===== src/rtl/operand_matcher_stream.sv =====
// -----------------------------------------------------------------------------
// operand_matcher_stream
//
// Purpose:
//   Accepts a weight/activation bitmask pair, forms the mutual (AND) mask and
//   streams out the matched operand index pairs in ascending bit position.
//   Each pair is (dense index into compressed A, dense index into compressed W)
//   where the dense index of bit p is the popcount of the mask below p.
//   Pairs leave in beats of up to LANES pairs. The final beat of a mask pair
//   carries last=1 and the total pair count.
//
// Ports:
//   clock      - single clock
//   resetn     - asynchronous, active-low reset
//   ivalid     - input mask pair valid
//   oready     - block can accept a mask pair
//   bitmaskW   - weight bitmask (L bits)
//   bitmaskA   - activation bitmask (L bits)
//   ovalid     - output beat valid
//   iready     - downstream accepts the beat
//   indicesA   - activation dense indices, lane k at [k*IDX +: IDX]
//   indicesW   - weight dense indices, same lane layout
//   numPairs   - number of valid lanes (0..numPairs-1) in the beat
//   last       - final beat of the current mask pair
//   totalPairs - popcount(A & W), non-zero only on the last beat
// -----------------------------------------------------------------------------
module operand_matcher_stream #(
    parameter int BITMASK_LENGTH       = 16,
    parameter int INDEX_BITWIDTH       = 4,
    parameter int LANES                = 4,
    parameter int LANE_COUNT_BITWIDTH  = 3,
    parameter int TOTAL_COUNT_BITWIDTH = 5
) (
    input  logic                                clock,
    input  logic                                resetn,
    input  logic                                ivalid,
    output logic                                oready,
    input  logic [BITMASK_LENGTH-1:0]           bitmaskW,
    input  logic [BITMASK_LENGTH-1:0]           bitmaskA,
    output logic                                ovalid,
    input  logic                                iready,
    output logic [LANES*INDEX_BITWIDTH-1:0]     indicesA,
    output logic [LANES*INDEX_BITWIDTH-1:0]     indicesW,
    output logic [LANE_COUNT_BITWIDTH-1:0]      numPairs,
    output logic                                last,
    output logic [TOTAL_COUNT_BITWIDTH-1:0]     totalPairs
);

    localparam int L   = BITMASK_LENGTH;
    localparam int IDX = INDEX_BITWIDTH;
    localparam int LC  = LANE_COUNT_BITWIDTH;
    localparam int TC  = TOTAL_COUNT_BITWIDTH;

    // LANES <= L, so it always fits in the total-count width.
    localparam logic [TC-1:0] LANES_T = TC'(LANES);
    localparam logic [LC-1:0] LANES_C = LC'(LANES);

    typedef enum logic [0:0] {
        S_IDLE = 1'b0,
        S_EMIT = 1'b1
    } state_t;

    // -------------------------------------------------------------------------
    // State
    // -------------------------------------------------------------------------
    state_t                 state_q,     state_d;
    logic                   ready_en_q,  ready_en_d;
    logic [L-1:0]           mask_a_q,    mask_a_d;
    logic [L-1:0]           mask_w_q,    mask_w_d;
    logic [L-1:0]           remaining_q, remaining_d;
    logic                   ovalid_q,    ovalid_d;
    logic [LANES*IDX-1:0]   idx_a_q,     idx_a_d;
    logic [LANES*IDX-1:0]   idx_w_q,     idx_w_d;
    logic [LC-1:0]          num_q,       num_d;
    logic                   last_q,      last_d;
    logic [TC-1:0]          total_q,     total_d;

    // -------------------------------------------------------------------------
    // Prefix popcounts over the registered masks.
    // pre_a[p] / pre_w[p] are the dense indices of bit p; the largest is L-1,
    // so INDEX_BITWIDTH is enough. pre_r[p] is the rank of bit p among the
    // still-unsent mutual bits; pre_r[L] is how many are left.
    // -------------------------------------------------------------------------
    logic [IDX-1:0] pre_a [L];
    logic [IDX-1:0] pre_w [L];
    logic [TC-1:0]  pre_r [L+1];
    logic [L-1:0]   sel_mask;

    assign pre_r[0] = '0;

    generate
        for (genvar gi = 0; gi < L; gi++) begin : g_prefix
            if (gi == 0) begin : g_first
                assign pre_a[gi] = '0;
                assign pre_w[gi] = '0;
            end else begin : g_rest
                assign pre_a[gi] = pre_a[gi-1] + {{(IDX-1){1'b0}}, mask_a_q[gi-1]};
                assign pre_w[gi] = pre_w[gi-1] + {{(IDX-1){1'b0}}, mask_w_q[gi-1]};
            end
            assign pre_r[gi+1] = pre_r[gi] + {{(TC-1){1'b0}}, remaining_q[gi]};
            // The lowest LANES remaining bits are the ones with rank < LANES.
            assign sel_mask[gi] = remaining_q[gi] && (pre_r[gi] < LANES_T);
        end
    endgenerate

    // -------------------------------------------------------------------------
    // Lane steering: lane k takes the remaining bit whose rank equals k.
    // Lanes with no such bit stay at zero.
    // -------------------------------------------------------------------------
    logic [LANES*IDX-1:0] beat_a;
    logic [LANES*IDX-1:0] beat_w;

    generate
        for (genvar gi = 0; gi < LANES; gi++) begin : g_lane
            localparam logic [TC-1:0] LANE_RANK = TC'(gi);
            logic [IDX-1:0] lane_a;
            logic [IDX-1:0] lane_w;

            always_comb begin
                lane_a = '0;
                lane_w = '0;
                for (int p = 0; p < L; p++) begin
                    if (remaining_q[p] && (pre_r[p] == LANE_RANK)) begin
                        lane_a = pre_a[p];
                        lane_w = pre_w[p];
                    end
                end
            end

            assign beat_a[gi*IDX +: IDX] = lane_a;
            assign beat_w[gi*IDX +: IDX] = lane_w;
        end
    endgenerate

    // -------------------------------------------------------------------------
    // Beat size and total pair count
    // -------------------------------------------------------------------------
    function automatic logic [TC-1:0] popcount(input logic [L-1:0] v);
        logic [TC-1:0] c;
        c = '0;
        for (int i = 0; i < L; i++) begin
            c = c + {{(TC-1){1'b0}}, v[i]};
        end
        return c;
    endfunction

    logic [LC-1:0] beat_num;
    logic [L-1:0]  remaining_after;
    logic [TC-1:0] total_calc;

    assign beat_num        = (pre_r[L] > LANES_T) ? LANES_C : LC'(pre_r[L]);
    assign remaining_after = remaining_q & ~sel_mask;
    assign total_calc      = popcount(mask_a_q & mask_w_q);

    // -------------------------------------------------------------------------
    // Next-state logic
    // -------------------------------------------------------------------------
    logic accept;
    logic out_free;

    // ready_en_q keeps oready low during reset and through the first edge
    // after release, independent of the FSM state.
    assign oready   = (state_q == S_IDLE) && ready_en_q;
    assign accept   = ivalid && oready;
    assign out_free = !ovalid_q || iready;

    always_comb begin
        state_d     = state_q;
        ready_en_d  = 1'b1;
        mask_a_d    = mask_a_q;
        mask_w_d    = mask_w_q;
        remaining_d = remaining_q;
        ovalid_d    = ovalid_q;
        idx_a_d     = idx_a_q;
        idx_w_d     = idx_w_q;
        num_d       = num_q;
        last_d      = last_q;
        total_d     = total_q;

        // A consumed beat empties the output register; a new load below
        // overrides this in the same cycle.
        if (ovalid_q && iready) begin
            ovalid_d = 1'b0;
            idx_a_d  = '0;
            idx_w_d  = '0;
            num_d    = '0;
            last_d   = 1'b0;
            total_d  = '0;
        end

        case (state_q)
            S_IDLE: begin
                if (accept) begin
                    mask_a_d    = bitmaskA;
                    mask_w_d    = bitmaskW;
                    remaining_d = bitmaskA & bitmaskW;
                    state_d     = S_EMIT;
                end
            end

            S_EMIT: begin
                // An empty mutual mask still produces one (empty) last beat.
                if (out_free) begin
                    ovalid_d    = 1'b1;
                    idx_a_d     = beat_a;
                    idx_w_d     = beat_w;
                    num_d       = beat_num;
                    remaining_d = remaining_after;
                    if (remaining_after == '0) begin
                        last_d  = 1'b1;
                        total_d = total_calc;
                        state_d = S_IDLE;
                    end else begin
                        last_d  = 1'b0;
                        total_d = '0;
                    end
                end
            end

            default: begin
                state_d = S_IDLE;
            end
        endcase
    end

    // -------------------------------------------------------------------------
    // Registers
    // -------------------------------------------------------------------------
    always_ff @(posedge clock or negedge resetn) begin
        if (!resetn) begin
            state_q     <= S_IDLE;
            ready_en_q  <= 1'b0;
            mask_a_q    <= '0;
            mask_w_q    <= '0;
            remaining_q <= '0;
            ovalid_q    <= 1'b0;
            idx_a_q     <= '0;
            idx_w_q     <= '0;
            num_q       <= '0;
            last_q      <= 1'b0;
            total_q     <= '0;
        end else begin
            state_q     <= state_d;
            ready_en_q  <= ready_en_d;
            mask_a_q    <= mask_a_d;
            mask_w_q    <= mask_w_d;
            remaining_q <= remaining_d;
            ovalid_q    <= ovalid_d;
            idx_a_q     <= idx_a_d;
            idx_w_q     <= idx_w_d;
            num_q       <= num_d;
            last_q      <= last_d;
            total_q     <= total_d;
        end
    end

    assign ovalid     = ovalid_q;
    assign indicesA   = idx_a_q;
    assign indicesW   = idx_w_q;
    assign numPairs   = num_q;
    assign last       = last_q;
    assign totalPairs = total_q;

endmodule


===== config.mk =====
export PLATFORM = sky130hd
export DESIGN_NAME = operand_matcher_stream
export DESIGN_NICKNAME = d
export VERILOG_FILES = /design/src/rtl/operand_matcher_stream.sv
export SDC_FILE = /design/constraint.sdc
export NUM_CORES = 1
export LEC_CHECK = 0
export CAP_MARGIN = 10
export CORE_AREA = 4 4 183 185
export DETAILED_ROUTE_END_ITERATION = 16
export DIE_AREA = 0 0 187 189
export REMOVE_ABC_BUFFERS = 1
export SLEW_MARGIN = 40
export SYNTH_ARGS = -nofsm -noshare
export SYNTH_HDL_FRONTEND = slang
export SYNTH_SLANG_ARGS = --single-unit
export TNS_END_PERCENT = 50

===== constraint.sdc =====
create_clock -name clock -period 23 [get_ports clock]
set_input_delay 2.3 -clock clock [delete_from_list [all_inputs] [get_ports clock]]
set_output_delay 2.3 -clock clock [all_outputs]
set_load 0.01 [all_outputs]

Yosys cells after proc, flatten, opt, wreduce, memory -nomap -nowiden
Index checks and enable logic that the tools add are counted.
{ "op_classes": {"mux": 144, "n_reduce_logical": 96, "n_bitwise": 5, "add_sub_neg": 58, "n_eq_ne": 44, "magnitude_cmp": 16} }
{ "op_table": {"columns": ["cell", "count"], "rows": [
  ["4-bit 2-to-1 mux", 105],
  ["16-bit 2-to-1 mux", 8],
  ["5-bit by 1-bit adder with 5-bit output", 22],
  ["5-bit by 2-bit equality test with 1-bit output, second input constant", 22],
  ["4-bit by 1-bit adder with 4-bit output", 22],
  ["1-bit logical AND", 76],
  ["5-bit logical NOT", 15],
  ["5-bit by 1-bit equality test with 1-bit output, second input constant", 11],
  ["5-bit by 3-bit < comparator with 1-bit output, second input constant", 11],
  ["16-bit bitwise AND", 3],
  ["16-bit case mux with 2 select lines", 1],
  ["5-bit 2-to-1 mux", 4],
  ["3-bit by 1-bit adder with 4-bit output", 4],
  ["16-bit logical NOT", 1],
  ["16-bit inverter", 1],
  ["3-bit 2-to-1 mux", 5],
  ["1-bit 2-to-1 mux", 14],
  ["2-bit by 1-bit adder with 3-bit output", 4],
  ["2-bit 2-to-1 mux", 6],
  ["4-bit by 1-bit adder with 5-bit output", 2],
  ["1-bit by 1-bit adder with 2-bit output", 4],
  ["4-bit by 2-bit equality test with 1-bit output, second input constant", 2],
  ["3-bit by 2-bit equality test with 1-bit output, second input constant", 2],
  ["5-bit by 3-bit > comparator with 1-bit output, second input constant", 1],
  ["other kinds (15)", 17]
]} }
{ "word_totals": {"output_inout_bits": 43, "regBits": 92, "inputBits": 36} }

Depth between registers and ports, before layout
{ "logic_depth": {"word_depth": 22, "mapped_depth": 26, "depth_no_buf": 24} }

Worst setup path before layout
OpenSTA, ideal clock, no wires.
{ "synth_path": {"kind": "register to register", "from": "reg remaining_q[1]", "to": "reg idx_w_q[3] (netlist: indicesW[3])", "t_arrival_ns": 7.366, "path_buffers": 1, "path_stages_with_launch": 25, "setup_slack_ns": 15.508, "path_cell_list": "dfrtp_1 > fa_1 > ha_1 > ha_1 > ha_1 > ha_1 > ha_1 > ha_1 > ha_1 > ha_1 > ha_1 > ha_1 > ha_1 > ha_1 > xor2_1 > xnor2_1 > xor2_1 > nor2_1 > and3_1 > a21bo_4 > and2_1 > buf_6 > nor2_4 > mux2_2 > a221o_1"} }
{ "synth_between": {"elab_chain_len": 19, "elab_cells_between_ends": 52, "cone_classes": "14 x add/sub; 14 x mux; 24 x reduce/logical"} }
{ "synth_rtl": {"columns": ["item", "line_no", "source"], "rows": [
  ["start: declaration", "70", "logic [L-1:0] remaining_q, remaining_d;"],
  ["start signal: assignment", "247", "remaining_q <= remaining_d;"],
  ["1-bit by 1-bit adder with 2-bit output *", "100", "assign pre_r[gi+1] = pre_r[gi] + {{(TC-1){1'b0}}, remaining_q[gi]};"],
  ["2-bit by 1-bit adder with 3-bit output *", "100", null],
  ["3-bit by 1-bit adder with 4-bit output *", "100", null],
  ["4-bit by 1-bit adder with 5-bit output or 5-bit logical NOT (tied branches)", "100, 123", null],
  ["5-bit by 1-bit adder with 5-bit output (tied with other cells) (10 in series)", "100", null],
  ["5-bit logical NOT (tied with other cells)", "123", "if (remaining_q[p] && (pre_r[p] == LANE_RANK)) begin"],
  ["1-bit logical AND or 4-bit 2-to-1 mux (tied branches)", "123", null],
  ["4-bit 2-to-1 mux *", "123", null],
  ["16-bit 2-to-1 mux *", "203", "if (out_free) begin"],
  ["16-bit 2-to-1 mux *", "191", "case (state_q)"],
  ["net idx_w_d[3]", "73", "logic [LANES*IDX-1:0] idx_w_q, idx_w_d;"],
  ["end signal: assignment", "250", "idx_w_q <= idx_w_d;"],
  ["end: declaration", "73", null]
]} }
Mark *: on every way through the listed nets, which the timed path passes. The rest lies on a longest branch.
A chain may end at the register's enable or synchronous reset.

Final worst setup path
{ "layout_path": {"from": "reg remaining_q[2]", "to": "reg idx_a_q[10] (netlist: indicesA[10])"} }
{ "layout_between": {"elab_chain_len": 18, "elab_cells_between_ends": 54, "cone_classes": "13 x add/sub; 13 x eq/ne; 15 x mux; 13 x reduce/logical"} }
{ "layout_rtl": {"columns": ["item", "line_no", "source"], "rows": [
  ["2-bit by 1-bit adder with 3-bit output *", "100", null],
  ["3-bit by 1-bit adder with 4-bit output or 3-bit by 2-bit equality test with 1-bit output (tied branches)", "100, 123", null],
  ["4-bit by 1-bit adder with 5-bit output (tied with other cells)", "100", null],
  ["5-bit by 1-bit adder with 5-bit output (tied with other cells) (10 in series)", "100", null],
  ["5-bit by 2-bit equality test with 1-bit output (tied with other cells)", "123", null],
  ["1-bit logical AND or 4-bit 2-to-1 mux (tied branches)", "123", null],
  ["4-bit 2-to-1 mux *", "123", null],
  ["16-bit 2-to-1 mux *", "203", null],
  ["16-bit 2-to-1 mux *", "191", null],
  ["net idx_a_d[10]", "72", "logic [LANES*IDX-1:0] idx_a_q, idx_a_d;"],
  ["end signal: assignment", "249", "idx_a_q <= idx_a_d;"],
  ["end: declaration", "72", null]
]} }
Marks and branches as above.

==> results.txt <==
----------------------------------------------------
[Route]
  WL/cell ... 20.8 µm
  Post-route DRC ... 0
  Count of vias placed by the detailed router ... 12800
  Total detailed-routing wirelength ... 42800 µm
  Initial drt markers ... 1342
  Detail Route Antenna Nets ... 0
  Number of iterations in the first detailed-routing pass ... 6
  Detail-routed via count per cell ... 6.21

[Synth]
  Synth warnings ... 0
  Number of library cell types mapped by synthesis ... 98
  Mapped Cells ... 1626
  Largest area contributor in the synthesized netlist ... sky130_fd_sc_hd__dfrtp_1
  Post-Synthesis Cell Area ... 12600 µm²
  Prevailing post-synth register cell ... sky130_fd_sc_hd__dfrtp_1
  Synthesis-stage register bit count ... 92
  Synth Area per Inst ... 7.76 µm²
  Number of enable flip-flop cells after synthesis ... 0
  Most frequent cell after synthesis ... sky130_fd_sc_hd__nand2_1
  List of most frequent post-synthesis cells ... 272 x sky130_fd_sc_hd__nand2_1, 106 x sky130_fd_sc_hd__o211ai_1, 97 x sky130_fd_sc_hd__nor2_1
  Portion of synthesized cell area occupied by the leading cell type ... 18.2%
  Sequential share of the synthesized area ... 18.2%
  Share of flip-flops with an asynchronous set or reset after synthesis ... 100%
  Largest cells by area after synthesis ... sky130_fd_sc_hd__dfrtp_1 18%, sky130_fd_sc_hd__ha_1 8.6%, sky130_fd_sc_hd__nand2_1 8.1%, sky130_fd_sc_hd__o211ai_1 6.3%, sky130_fd_sc_hd__mux2i_1 4.9%

[STA]
  Normalized max-slew margin ... 42.8%
  Slew Limit Fails ... 0
  Period utilization ... 38.2%
  Final setup violating endpoints ... 0
  Final Skew ... 8.05 ps
  Final Hold Violating Endpoints ... 0
  Final worst hold slack ... 471 ps
  Worst-margin pin slew ... 856 ps
  Achievable Freq ... 114 MHz
  Minimum clock period ... 8780 ps
  Setup tns final ... 0 ps
  Unrepaired setup endpoints after global routing ... false

[Final layout]
  FILL cells ... 3226
  Area growth, synth to finish ... 11.0%
  Total number of nets in the final design ... 1785
  Share of final-layout standard cells stronger than drive strength 1 ... 6.97%
  Number of antenna cells inserted ... 0

[CTS]
  Total number of H-tree levels ... 3
  CTS clock-pin slew for the worst setup and hold paths ... 80 ps
  Quantity of hold-fixing buffers added after cts ... 0
  Insertion delay to the later sink of the worst-skew pair ... 370 ps
  Post-CTS repair timing setup buffer count ... 0
  Number of gates given a new drive strength after cts ... 0
  Buffer levels on the longest clock path ... 2
  Root Buffer Master ... sky130_fd_sc_hd__clkbuf_16
  Clock tree from TritonCTS ... done
  Clock buffer count from CTS ... 9
  Clock sink count ... 92

[Floorplanning]
  Die boundary width ... 187 µm
  Number of placement rows ... 66
  Die outline area ... 35300 µm²
  Count of boundary I/O pins ... 79
  Area inside the core boundary ... 32000 µm²
  Die height ... 189 µm
  Starting Density ... 39.4%

[Global route]
  Busiest layer in global routing ... met2
  Global-route track usage on met1 ... 35.3%
  M3 GR Usage ... 3.52%
  Vias in the first global route ... 12300
  Gr ovfl total ... 0
  Total track usage ... 23.7%
  Antenna violations before repair ... 0
  Pin count of the biggest net entering global routing ... 51
  Global-route wire length before repair ... 68400 µm
  GR met2 Demand/Resource ... 36.8%

[Placement]
  Routability congestion estimate from global placement ... 0.913
  Number of input and output port buffers inserted ... 78
  Total half-perimeter wirelength after legalization and detailed placement ... 33100 µm

[Run]
  Number of violations of the max-capacitance limit ... 0

[Critical path]
  Worst path top cell family by delay ... adder cells
  Flop2flop setup slack ... 14220 ps
  CP max FO ... 15
  Arrival time at the worst endpoint ... 9070 ps
  Launch point of the worst reg-to-reg path ... remaining_q[2]
  Critical path start-end classification ... register to register
  Cell chain of the critical path ... fa_1, ha_1, ha_1, ha_1, ha_1, ha_1, ha_1, ha_1, ha_1, ha_1, ha_1, ha_1, ha_1, xor2_1, xnor2_1, xor2_1, nor2_1, and3_1, a21bo_4, and2_1, or2_1, or4b_1, o211ai_2
  Critical path endpoint category ... register
  Delay of the slowest cell on the worst path ... 630 ps
  Worst path most repeated cell ... sky130_fd_sc_hd__ha_1
  Slowest library cell on the worst path ... sky130_fd_sc_hd__dfrtp_1
  Required @ worst endpoint ... 23300 ps
  FF-to-FF End ... indicesA[10]
  Sum of buffers and inverters on the critical path ... 0
  Worst R2R Path Depth ... 23
  Type of element launching the critical path ... register

[Hold path]
  Endpoint of the worst hold path ... mask_w_q[15]
  Path type of the worst min-delay path ... register to register
  Number of stages on the worst hold path ... 2
  Beginning of the worst hold path ... mask_w_q[15]

[Status]
  Outcome ... finished clean

----------------------------------------------------
## metal layers
layer	vias to the layer above	part of all wire (%)
met5	-	0
met1	6138	48
met4	0	1.4
met3	38	6.8
met2	485	44
li1	6123	-
## layout make-up
cell class	instances	area (µm²)	share of cell area (%)
sequential	92	2300	16.4
tap	408	510	3.64
timing repair buffer	104	971	6.93
clock buffer	9	225	1.61
inverter	43	161	1.15
multi-input combinational	1397	9750	69.6
clock inverter	6	93.8	0.669
## cell usage in the layout, fill, tap and decap left out, types with 10 or more instances in the layout
cell type and n:
sky130_fd_sc_hd__nor3_1 28, sky130_fd_sc_hd__mux2_2 18, sky130_fd_sc_hd__and2_1 25, sky130_fd_sc_hd__o211ai_1 106, sky130_fd_sc_hd__xnor2_1 40, sky130_fd_sc_hd__mux2i_1 62
sky130_fd_sc_hd__nand3_1 55, sky130_fd_sc_hd__buf_4 26, sky130_fd_sc_hd__o21ai_0 96, sky130_fd_sc_hd__nor2_1 97, sky130_fd_sc_hd__clkdlybuf4s50_1 77, sky130_fd_sc_hd__ha_1 87
sky130_fd_sc_hd__nand3b_1 10, sky130_fd_sc_hd__or3_1 15, sky130_fd_sc_hd__a211oi_1 26, sky130_fd_sc_hd__nand2b_1 15, sky130_fd_sc_hd__o22ai_1 14, sky130_fd_sc_hd__a21o_1 16
sky130_fd_sc_hd__nor2b_1 15, sky130_fd_sc_hd__xor2_1 20, sky130_fd_sc_hd__inv_1 43, sky130_fd_sc_hd__nand4_1 16, sky130_fd_sc_hd__a31oi_1 13, sky130_fd_sc_hd__and3_1 24
sky130_fd_sc_hd__a21oi_1 85, sky130_fd_sc_hd__dfrtp_1 92, sky130_fd_sc_hd__nand2_1 272, sky130_fd_sc_hd__fa_1 15, sky130_fd_sc_hd__a211o_1 14, sky130_fd_sc_hd__a32o_1 17
## per-stage QoR
stage	utilization [%]	instances	setup slack (ps)	cell area, µm²
floorplan	-	1532	15200	12200
global placement	42.7	2043	14630	13700
detailed placement	42.7	2044	14360	13700
CTS	43.7	2059	14350	14000
global route	43.8	2059	13750	14000
finish	43.8	2059	14220	14000
## cell families (layout without fill, tap and decap cells)
family          count (synthesis)  after routing  synth area share, %
simple gates                  634            634                 24.3
compound gates                498            498                 27.6
buf+inv                       137            162                 4.68
fa+ha+maj                     102            102                 11.0
flops                          92             92                 18.2
xor+xnor                       82             82                 7.66
mux                            80             80                 6.52
other cells                     1              1               0.0297
## worst max path at each step
stage,to,cells after the start,startpoint
final,indicesA[10],23,remaining_q[2]
after global routing,indicesA[10],23,remaining_q[2]
after CTS,indicesA[10],23,remaining_q[2]
after detailed placement,indicesA[10],23,remaining_q[2]
after global placement,indicesA[10],23,remaining_q[2]
after floorplan,indicesA[10],23,remaining_q[2]
## worst min-delay path, cell delays in order (launching register included)
cell and delay (ps):
sky130_fd_sc_hd__dfrtp_1 340, sky130_fd_sc_hd__nand2_1 50, sky130_fd_sc_hd__nand2_1 50
## flip-flops by register name, summed over array words and instances, names as in the netlist
| register | count |
|---|---|
| indicesA | 16 |
| indicesW | 16 |
| last | 1 |
| mask_a_q | 16 |
| mask_w_q | 16 |
| numPairs | 3 |
| ovalid | 1 |
| ready_en_q | 1 |
| remaining_q | 16 |
| state_q | 1 |
| totalPairs | 5 |
Power is not shown: default switching activity piles up to over one toggle a cycle in this logic, so the estimate is an artifact.
